**config.mk**
```make
export PLATFORM = sky130hd
export DESIGN_NAME = debounce_btn
export DESIGN_NICKNAME = d
export VERILOG_FILES = /design/src/rtl/btn_pkg.sv /design/src/rtl/sync_2ff.sv /design/src/rtl/debounce_btn.sv
export SDC_FILE = /design/constraint.sdc
export NUM_CORES = 1
export LEC_CHECK = 0
export CAP_MARGIN = 25
export CORE_AREA = 2 2 39 41
export CTS_CLUSTER_SIZE = 40
export DETAILED_ROUTE_END_ITERATION = 6
export DIE_AREA = 0 0 41 43
export PLACE_DENSITY_LB_ADDON = 0.05
export SLEW_MARGIN = 0
export SYNTH_ARGS = -nofsm -noshare
export SYNTH_HDL_FRONTEND = slang
export SYNTH_SLANG_ARGS = --single-unit
```
**constraint.sdc**
```tcl
create_clock -name clk -period 1.3 [get_ports clk]
set_input_delay 0.26 -clock clk [delete_from_list [all_inputs] [get_ports clk]]
set_output_delay 0.26 -clock clk [all_outputs]
set_load 0.05 [all_outputs]
```
**src/rtl/btn_pkg.sv**
```systemverilog
// Shared button-level constants and parameter helpers for the debounce and
// pulse-stretch stages.
package btn_pkg;

  localparam logic BTN_PRESSED  = 1'b0;
  localparam logic BTN_RELEASED = 1'b1;

  localparam int STABLE_CYCLES_DEF = 4;
  localparam int CNT_W_DEF         = 3;

  // True when a CNT_W-bit counter can reach stable-1 without wrapping.
  function automatic bit cnt_fits(input int stable, input int w);
    return (64'(1) << w) > 64'(stable - 1);
  endfunction

endpackage

```
**src/rtl/sync_2ff.sv**
```systemverilog
// Two-flop synchroniser with a parameterised reset value.
module sync_2ff #(
  parameter logic RST_VAL = 1'b1
) (
  input  logic clk,
  input  logic clr,
  input  logic d,
  output logic q
);

  logic s1;

  always_ff @(posedge clk) begin
    if (clr) begin
      s1 <= RST_VAL;
      q  <= RST_VAL;
    end else begin
      s1 <= d;
      q  <= s1;
    end
  end

endmodule

```
**src/rtl/debounce_btn.sv**
```systemverilog
// Push-button conditioner: synchroniser, stability filter and registered
// press/release strobes. Output b is active-low (0 = pressed).
module debounce_btn
  import btn_pkg::*;
#(
  parameter int STABLE_CYCLES = STABLE_CYCLES_DEF,
  parameter int CNT_W         = CNT_W_DEF
) (
  input  logic clk,
  input  logic clr,
  input  logic btn_raw,
  output logic b,
  output logic press,
  output logic rel      // release strobe; "release" is a reserved word
);

  localparam logic [CNT_W-1:0] CNT_MAX = CNT_W'(STABLE_CYCLES - 1);

  if (STABLE_CYCLES < 2 || !cnt_fits(STABLE_CYCLES, CNT_W)) begin : g_param_chk
    $error("debounce_btn: STABLE_CYCLES must be >= 2 and fit in CNT_W bits");
  end

  logic             s2;
  logic [CNT_W-1:0] cnt, cnt_nxt;
  logic             b_nxt, press_nxt, rel_nxt;

  sync_2ff #(.RST_VAL(BTN_RELEASED)) u_sync (
    .clk (clk),
    .clr (clr),
    .d   (btn_raw),
    .q   (s2)
  );

  // Any cycle where s2 agrees with b restarts the run; a full run commits.
  always_comb begin
    cnt_nxt   = '0;
    b_nxt     = b;
    press_nxt = 1'b0;
    rel_nxt   = 1'b0;
    if (s2 != b) begin
      if (cnt == CNT_MAX) begin
        b_nxt     = s2;
        press_nxt = (s2 == BTN_PRESSED);
        rel_nxt   = (s2 == BTN_RELEASED);
      end else begin
        cnt_nxt = cnt + 1'b1;
      end
    end
  end

  always_ff @(posedge clk) begin
    if (clr) begin
      b     <= BTN_RELEASED;
      cnt   <= '0;
      press <= 1'b0;
      rel   <= 1'b0;
    end else begin
      b     <= b_nxt;
      cnt   <= cnt_nxt;
      press <= press_nxt;
      rel   <= rel_nxt;
    end
  end

endmodule

```
Yosys cells after proc, flatten, opt, wreduce, memory -nomap -nowiden. Index checks and enable logic that the tools add are counted.

Add/subtract/negate cells: 1. Bitwise operators: 3. Reductions and logical operators: 3. Equality and inequality tests: 2.

Operators with widths (number): 3-bit OR reduction (2); 3-bit by 1-bit adder with 3-bit output (second input constant) (1); 3-bit by 2-bit equality test with 1-bit output (second input constant) (1); 1-bit NOT (3); 2-bit AND reduction (1); 1-bit inequality test (1).

Register bits: 8. Output and inout bits: 3. Input port bits: 3. Word-level logic and storage cells: 15.

Depth between registers and ports, before layout.
Depth in word-level cells: 3. Depth in mapped cells: 4. Depth with buffers taken out: 4.

By module. A second synthesis with hierarchy kept.

Cell total of the unflattened synthesis: 21. Area, all modules: 279.0 um^2.

Modules (own cells, without submodules): debounce_btn (area each 226.5 um^2, cells an instance 17, times used 1, sequential area each 120.1 um^2); sync_2ff (area each 52.6 um^2, cells an instance 4, times used 1, sequential area each 40.0 um^2).

Worst setup path after synthesis. Ideal clock, no wire load.

Kind: flip-flop to flip-flop. Start: register cnt[0]. End: register b. Slack: 0.140 ns. Data arrival time: 1.040 ns. Stages on the path, launching flop included: 4. Required time: 1.180 ns. Buffers on the path: 0. Setup time: 0.120 ns. Clock period less this slack: 1.160 ns. Cell sequence: dfxtp_1 ha_1 ha_1 a211o_2.

Cells in the longest elaborated chain, start to end: 2.

Ends and longest elaborated chain: start, declared (line debounce_btn.sv:24) `logic [CNT_W-1:0] cnt, cnt_nxt;`; start signal, assigned (line debounce_btn.sv:59) `cnt <= cnt_nxt;`; 3-bit by 2-bit equality test with 1-bit output (line debounce_btn.sv:41) `if (cnt == CNT_MAX) begin`; 2-bit AND reduction (no source line); end signal, assigned (line debounce_btn.sv:58) `b <= b_nxt;`; end, declared (line debounce_btn.sv:12) `output logic b,`.

No other way between the ends. A chain may end at the register's enable or synchronous reset.

Worst setup path in the final report. Ends and elaborated chain as after synthesis.

==> results_dict.tcl <==
set metrics [dict create \
    die_w_microns 41 \
    p_leak_nw 0.151 \
    r2r-end "b$_SDFFE_PP1P_" \
    cts_root_buffer "clkbuf_4" \
    yosys_warnings 0 \
    finalMaxSlewViolations 0 \
    n_antenna_cell 0 \
    clk_latency_ns 0.25 \
    drc 0 \
    endpoint_kind "register" \
    vias_per_cell 4.09 \
    r2r_cells 3 \
    port_buffers 5 \
    routed_wl_microns 408 \
    first_pass_iters 1 \
    track_usage_pct 6.83 \
    clock_path_buffers 2 \
    syn_area_per_cell_sq_um 13.3 \
    post-route-period-util_pct 89.6 \
    ir_worst_vdd_v 0.000339 \
    slew_headroom_pct 79.9 \
    place_hpwl_microns 315 \
    fmax_mhz 858 \
    holdBufCountCts 0 \
    critPathKind "reg -> reg" \
    cts_sinks 8 \
    grt_pass1_vias 184 \
    layout-drive-gt1-share_pct 44.8 \
    gr-total-overflow 0 \
    area_delta_synth_final_pct 44.8 \
    critPathMaxStageDelay_ns 0.33 \
    tns_ns 0 \
    rsz0062_at_grt "no" \
    cp.arrival_ns 1.30 \
    min_period_ns 1.17 \
    ys_seq_elements 8 \
    synth_simple_gate_area_share_pct 25.6 \
    ios 6 \
    antenna_left 0 \
    crit_required_ns 1.44 \
    hold_path.class "reg -> reg" \
    finClkSkew_ns 0.00127 \
    grt_pass1_wl_microns 724 \
    core_area_sq_um 1380 \
    rrSetupSlack_ns 0.13 \
    place_inst 42 \
    ys_types 10 \
    nets 36 \
    synth-compound-area-share_pct 3.59 \
    cp-startpoint "cnt[0]$_SDFF_PP0_" \
    seq_area_frac_synth_pct 57.4 \
    die_area_sq_um 1760 \
    synth_fp_nets 26 \
    layoutNonFillerInstCount 45 \
    slowest_stage "a211o_2" \
    synth_top_family_by_area "simple AND/OR/NAND/NOR gates" \
    gp_congestion 0.632 \
    clk_pin_slew_worst_paths_ns 0.05 \
    detail_route.wl_per_cell_microns 9.07 \
    drt_iter0_drc 0 \
    cts_buffers 3 \
    tightest_slew_ns 0.300 \
    cts_setup_buffers 0 \
    fillers 142 \
    synth-xor-area-share_pct 3.14 \
    power.density_nw_per_um2 1120 \
    hold_violations 0 \
    mappedNetlistArea_sq_um 279 \
    grt_antenna_before_repair 0 \
    path_max_fanout 7 \
    status "completed" \
    yosys.area_share.adder_pct 8.97 \
    die_height_microns 43 \
    synthMuxAreaShare_pct 0 \
    via_count 184 \
    postSynthCellCount 21 \
    start_kind "register" \
    drv_cap 0 \
    setup_viol 0 \
    crit_path_cell_trace "ha_1 -> ha_2 -> a211o_2" \
    cp-endpoint "b$_SDFFE_PP1P_" \
    reg2reg_from "cnt[0]$_SDFF_PP0_" \
    start_util_pct 20.2 \
    cts_max_level 1 \
    fp-row-count 14 \
    cts_tree "yes" \
    grt_max_degree 9 \
]
## cell usage after synthesis, drive strengths merged
master  instances  area, sq um
nor4b           1         15.0
or2             2         12.5
and4bb          2         25.0
ha              2         25.0
xnor2           1         8.76
dfxtp           8          160
a211o           1         10.0
nor2b           1         6.26
nor4            2         12.5
inv             1         3.75
## per-stage QoR
stage	setup WS (ns)	utilization, %	hold WS [ns]	total power, mW	area, sq um
6_report	0.135	29.2	0.417	0.452	404
5_1_grt	0.0674	29.2	0.434	0.479	404
4_1_cts	0.0610	29.0	0.423	0.460	402
3_5_place_dp	0.0266	27.4	0.406	0.272	379
3_3_place_gp	0.0380	27.4	0.415	0.272	379
2_1_floorplan	0.140	-	0.334	0.262	279
## final cells by class
| class | instances | area [sq um] | area share, % |
|---|---|---|---|
| Clock buffer | 3 | 22.5 | 5.57 |
| Inverter | 1 | 3.75 | 0.929 |
| Multi-Input combinational cell | 12 | 118 | 29.1 |
| Sequential cell | 8 | 160 | 39.6 |
| Tap cell | 16 | 20.0 | 4.95 |
| Timing Repair Buffer | 5 | 80.1 | 19.8 |
## what timing repair did
| item | CTS | global route |
|---|---|---|
| setup endpoints to repair | 0 | 1 |
| gates resized for setup | 0 | 1 |
| endpoints found under the hold margin | 0 | 0 |
## layer usage
layer	GRT usage [%]	vias up	wire length [microns]	share of wire, %
met1	8.36	84	197	48
met5	0	-	0	0
met2	6.56	5	176	43
li1	-	93	-	-
met3	4.71	2	28	6.9
met4	8.00	0	6	1.5
## critical path: cells and delay by family (launching register included)
kind	cells	cell delay, ns
AOI/OAI and AO/OA	1	0.33
adders and majority gates	2	0.42
DFF	1	0.31
## sequential cells by signal (all words and copies together), names as in the netlist
| signal | flops |
|---|---|
| cnt | 3 |
| b | 1 |
| press | 1 |
| rel | 1 |
| u_sync.q | 1 |
| u_sync.s1 | 1 |
## power breakdown
group | switching [mW] | internal [mW]
registers | 0.00218 | 0.249
clock network | 0.0797 | 0.105
logic | 0.00575 | 0.00968
total | 0.0876 | 0.364
## logic make-up after synthesis
family          count (synthesis)
compound gates                  1
simple gates                    8
xor+xnor                        1
buf+inv                         1
flops                           8
fa+ha+maj                       2
## layout by cell type, fill, tap and decap left out, drive strengths merged
cell type      instances
dfxtp                  8
clkbuf                 3
buf                    3
and4bb                 2
nor4                   2
or2                    2
clkdlybuf4s50          2
ha                     2
inv                    1
xnor2                  1
nor4b                  1
nor2b                  1
a211o                  1
## worst min path at each step
stage	start	endpoint	slack, ns	cells past startpoint
after detailed placement	u_sync.s1$_SDFF_PP1_	u_sync.q$_SDFF_PP1_	0.41	1
after global placement	u_sync.s1$_SDFF_PP1_	u_sync.q$_SDFF_PP1_	0.42	1
after CTS	u_sync.s1$_SDFF_PP1_	u_sync.q$_SDFF_PP1_	0.42	1
after global routing	u_sync.s1$_SDFF_PP1_	u_sync.q$_SDFF_PP1_	0.43	1
final	u_sync.s1$_SDFF_PP1_	u_sync.q$_SDFF_PP1_	0.42	1
after floorplan	clr	cnt[1]$_SDFF_PP0_	0.33	1
No activity file was read; power rests on OpenSTA's default activity.
